File: config.mk
export PLATFORM = sky130hd
export DESIGN_NAME = stopwatch_ctrl
export DESIGN_NICKNAME = d
export VERILOG_FILES = /design/src/rtl/stopwatch_pkg.sv /design/src/rtl/key_debounce.sv /design/src/rtl/stopwatch_ctrl.sv
export SDC_FILE = /design/constraint.sdc
export NUM_CORES = 1
export LEC_CHECK = 0
export CAP_MARGIN = 30
export CORE_MARGIN = 2
export CORE_UTILIZATION = 55
export DETAILED_ROUTE_END_ITERATION = 10
export GPL_ROUTABILITY_DRIVEN = 0
export GPL_TIMING_DRIVEN = 0
export PLACE_DENSITY = 0.73
export SLEW_MARGIN = 20
export SYNTH_ARGS = -nofsm -noshare
export SYNTH_HDL_FRONTEND = slang
export SYNTH_SLANG_ARGS = --single-unit
File: constraint.sdc
create_clock -name clk -period 2.35 [get_ports clk]
set_input_delay 0.47 -clock clk [delete_from_list [all_inputs] [get_ports clk]]
set_output_delay 0.47 -clock clk [all_outputs]
set_load 0.01 [all_outputs]
File: src/rtl/stopwatch_pkg.sv
// Shared types and constants for the stopwatch control front end.
// The enum encoding is visible on the debug state port, so it is fixed explicitly.
package stopwatch_pkg;

   typedef enum logic [1:0] {
      IDLE  = 2'd0,
      RUN   = 2'd1,
      PAUSE = 2'd2
   } state_t;

   localparam int KEY_SS  = 0;
   localparam int KEY_CLR = 1;

endpackage

File: src/rtl/key_debounce.sv
// One push button: 2-flop synchronizer, hold-time debounce and a one-cycle
// registered press pulse on each accepted high-to-low transition of the key.
module key_debounce
   import stopwatch_pkg::*;
#(
   parameter int DEBOUNCE = 1_000_000
) (
   input  logic clk,
   input  logic rst,
   input  logic key_n,
   output logic press
);

   localparam int CW = $clog2(DEBOUNCE + 1);

   logic          sync1_reg;
   logic          sync2_reg;
   logic          stable_reg;
   logic          stable_d_reg;
   logic          press_reg;
   logic [CW-1:0] count_reg;

   always_ff @(posedge clk) begin
      if (rst) begin
         sync1_reg    <= 1'b1;
         sync2_reg    <= 1'b1;
         stable_reg   <= 1'b1;
         stable_d_reg <= 1'b1;
         press_reg    <= 1'b0;
         count_reg    <= '0;
      end else begin
         sync1_reg    <= key_n;
         sync2_reg    <= sync1_reg;
         stable_d_reg <= stable_reg;
         // Registered one cycle after the flip, so a press reaches the FSM with fixed latency
         press_reg    <= stable_d_reg & ~stable_reg;
         if (sync2_reg == stable_reg) begin
            count_reg <= '0;
         end else if (count_reg == CW'(DEBOUNCE - 1)) begin
            stable_reg <= ~stable_reg;
            count_reg  <= '0;
         end else begin
            count_reg <= count_reg + CW'(1);
         end
      end
   end

   assign press = press_reg;

endmodule

File: src/rtl/stopwatch_ctrl.sv
// Stopwatch front end: debounced keys, IDLE/RUN/PAUSE FSM and the 1 Hz
// prescaler that emits the tick and clear pulses for the seconds counter.
module stopwatch_ctrl
   import stopwatch_pkg::*;
#(
   parameter int FREQ     = 50_000_000,
   parameter int DEBOUNCE = 1_000_000
) (
   input  logic       clk,
   input  logic       rst,
   input  logic [1:0] key_n,
   output logic       tick,
   output logic       clr,
   output logic       running,
   output logic [1:0] state
);

   localparam int CNT_W = $clog2(FREQ);
   localparam logic [CNT_W-1:0] CNT_MAX = CNT_W'(FREQ - 1);

   logic [1:0]       press;
   state_t           state_reg;
   state_t           state_next;
   logic             clr_reg;
   logic             clr_next;
   logic [CNT_W-1:0] cnt_reg;

   generate
      for (genvar gi = 0; gi < 2; gi++) begin : g_key
         key_debounce #(
            .DEBOUNCE(DEBOUNCE)
         ) u_key (
            .clk  (clk),
            .rst  (rst),
            .key_n(key_n[gi]),
            .press(press[gi])
         );
      end
   endgenerate

   // Start/stop is tested first everywhere, so it wins over a same-cycle clear
   always_comb begin
      state_next = state_reg;
      clr_next   = 1'b0;
      case (state_reg)
         IDLE: begin
            if (press[KEY_SS]) begin
               state_next = RUN;
            end else if (press[KEY_CLR]) begin
               clr_next = 1'b1;
            end
         end
         RUN: begin
            if (press[KEY_SS]) begin
               state_next = PAUSE;
            end
         end
         PAUSE: begin
            if (press[KEY_SS]) begin
               state_next = RUN;
            end else if (press[KEY_CLR]) begin
               state_next = IDLE;
               clr_next   = 1'b1;
            end
         end
         default: state_next = IDLE;
      endcase
   end

   always_ff @(posedge clk) begin
      if (rst) begin
         state_reg <= IDLE;
         clr_reg   <= 1'b0;
         cnt_reg   <= '0;
      end else begin
         state_reg <= state_next;
         clr_reg   <= clr_next;
         // PAUSE keeps the phase so a resume continues the current second
         if (state_reg == IDLE || clr_next) begin
            cnt_reg <= '0;
         end else if (state_reg == RUN) begin
            cnt_reg <= (cnt_reg == CNT_MAX) ? '0 : cnt_reg + CNT_W'(1);
         end
      end
   end

   assign tick    = (state_reg == RUN) && (cnt_reg == CNT_MAX);
   assign clr     = clr_reg;
   assign running = (state_reg == RUN);
   assign state   = state_reg;

endmodule

==> impl_metrics.ini <==
[run_status]
status = completed

[setup_path]
path_cells = nand4b_1 -> or4_4 -> nor2_4 -> buf_2
critical_path_peak_fanout = 6
cp_slowest_cell = or4_4
cp_data_arrival_time_ns = 1.77
path_buf_inv = 1
path_delay_family = simple AND/OR/NAND/NOR gates
start_kind = register
endpoint_kind = output pin
slowest_delay_ns = 0.57
worstSetupPathType = register to output pin
cp.required_ns = 1.88

[global_route]
antenna_found_initial = 0
grt-ovfl-total = 0
grt_pass1_wl_mm = 12.7
grt_max_degree = 14
grt_pass1_vias = 2927
grt_use_total = 0.215

[clock_tree]
numCtsBuffers = 9
cts_root_buffer = clkbuf_8
clk_transition_reported_paths_ns = 0.08
cts.sinks = 79
cts-htree-levels = 3
clk_path_buf_depth = 2
clock_latency_ns = 0.35
cts_tree = built

[timing]
grt_setup_unrepaired = yes
slew_headroom = 0.696
post-route-period-util = 0.953
finalMaxSlewViolations = 0
max_freq_mhz = 447
tightest_slew_ns = 0.450
min_period_ns = 2.24
hold_viol = 0
fin_worst_skew_ns = 0.00977
setup_viol = 0

[synthesis]
synth.top_cells.by_area = dfxtp_1 (44%), nor2_1 (5.7%), xnor2_1 (5.3%)
synth-compound-area-share = 0.0822
synth_mux_area_frac = 0.00555
syn_area_um2 = 3610
syn_avg_cell_area_um2 = 8.61
synth_xor_area_frac = 0.102
synthSimpleGateAreaFrac = 0.324
ys_seq_elements = 79
synthCells = 419
ys_warn_count = 0
synth_area_leader_cell = dfxtp_1
synthAdderAreaFrac = 0.0139
yosys.cell_types.count = 37
synth_top_area_frac = 0.438
synth_fp_nets = 427
synth_top_family_by_area = simple AND/OR/NAND/NOR gates
seq_area_frac_synth = 0.438

[route]
wirelength_mm = 7.20
postRouteAntennaNets = 0
drc_errors = 0
drtIter0Drc = 102
post_drt_wl_per_cell_um = 13.7
vias_per_cell = 5.88
dr.pass1.iters = 4
vias = 3086

[floorplan]
pin_count = 9
dieArea_um2 = 7220
die_w_um = 85.0
start_util = 0.568
die_h_um = 85.0
rows = 29
coreArea_um2 = 6350

[place]
dp_hpwl_mm = 5.04
place.port_buffers = 8
place_inst = 504

[finish]
fin_cells = 525
largest_reg_flops = 40
syn2layout_area_growth_pct = 12.4
layout_commonest_cell = dfxtp_1
nets = 451
final_cell_mix = dfxtp_1 (75), nor2_1 (54), nand3_1 (29)
final_util = 0.639
fill_cells = 552
drive_above_1_share = 0.103
insertedDiodeCount = 0

[pwr]
power.total_mw = 2.45
ir_drop_mv = 0.353
p_leak_nw = 1.19
power_density_nw_per_um2 = 603

[run]
maxCapViolCount = 0

[min_path]
hold_path.class = register to register
metal layers:
metal  part of all wire  track usage
met5                  0            0
met4              0.022       0.0866
met3              0.038       0.0564
met2               0.48        0.354
met1               0.46        0.269
repair_timing:
action,in CTS,in global routing
setup endpoints to repair,22,21
cloned,0,0
hold buffers,0,0
buffers inserted,2,3
hold endpoints to repair,0,0
pin swaps,3,2
gates resized for setup,12,4
worst paths after layout:
check                                 end  slack [ns]                   startpoint  cells past startpoint
max reg2reg  g_key[1].u_key.count_reg[14]        0.12  g_key[1].u_key.count_reg[0]                      6
min reg2reg          g_key[0].u_key.press        0.41  g_key[0].u_key.stable_d_reg                      2
min                  g_key[0].u_key.press        0.41  g_key[0].u_key.stable_d_reg                      2
max                                  tick        0.11                     state[1]                      4
layout make-up:
| class | count | area (um2) | share of cell area |
|---|---|---|---|
| inverters | 15 | 56.3 | 0.0139 |
| clock inverters | 6 | 85.1 | 0.0210 |
| clock buffers | 10 | 128 | 0.0315 |
| flip-flops and latches | 79 | 1590 | 0.392 |
| plain buffers | 16 | 67.6 | 0.0167 |
| well taps | 77 | 96.3 | 0.0238 |
| multi-input cells | 309 | 1920 | 0.474 |
| repair buffers | 13 | 113 | 0.0278 |
synthesized netlist by cell type (all sizes together):
library cell and number:
mux2i 2, or4b 1, nor3b 1, and4 9, o21ai 10, dfxtp 79
a21oi 21, buf 6, a21o 1, or3b 2, nand4b 2, and2 3
ha 4, nor2 55, a31o 2, o31ai 11, nand2 22, and3 5
nor3 7, xnor2 22, or4 17, nor4 12, nand2b 1, or2 6
o211ai 4, nor2b 1, clkbuf 10, or4bb 1, or3 10, xor2 20
nand3 29, inv 15, nand4 23, nor4b 5
power by group:
part	switching (mW)	internal, mW	total, mW
registers	0.00205	1.34	1.34
logic	0.0122	0.00905	0.0213
clock network	0.488	0.595	1.08
stage by stage:
step	setup WS, ns	TNS [ns]	hold slack (ns)	instance area [um2]
CTS	0.0640	0	0.408	4030
global route	-0.0122	-0.0608	0.424	4060
detailed placement	-0.201	-1.24	0.393	3780
floorplan	0.357	0	0.389	3610
global placement	-0.226	-0.318	0.393	3780
finish	0.111	0	0.407	4060
worst reg2reg max path, stage by stage, from the launching register on:
cell and delay (ns):
dfxtp_1 0.38, ha_1 0.26, nand2_1 0.16, or4bb_1 0.56, o211ai_1 0.22, clkbuf_1 0.39, nor2_1 0.12
logic make-up after synthesis:
family / count (synthesis)
adder cells (fa/ha/maj): 4
multiplexers: 2
AND/OR/NAND/NOR: 212
AO/OA/AOI/OAI: 49
flip-flops: 79
XOR/XNOR: 42
buffers and inverters: 31
Power figures use the tool's default switching activity.
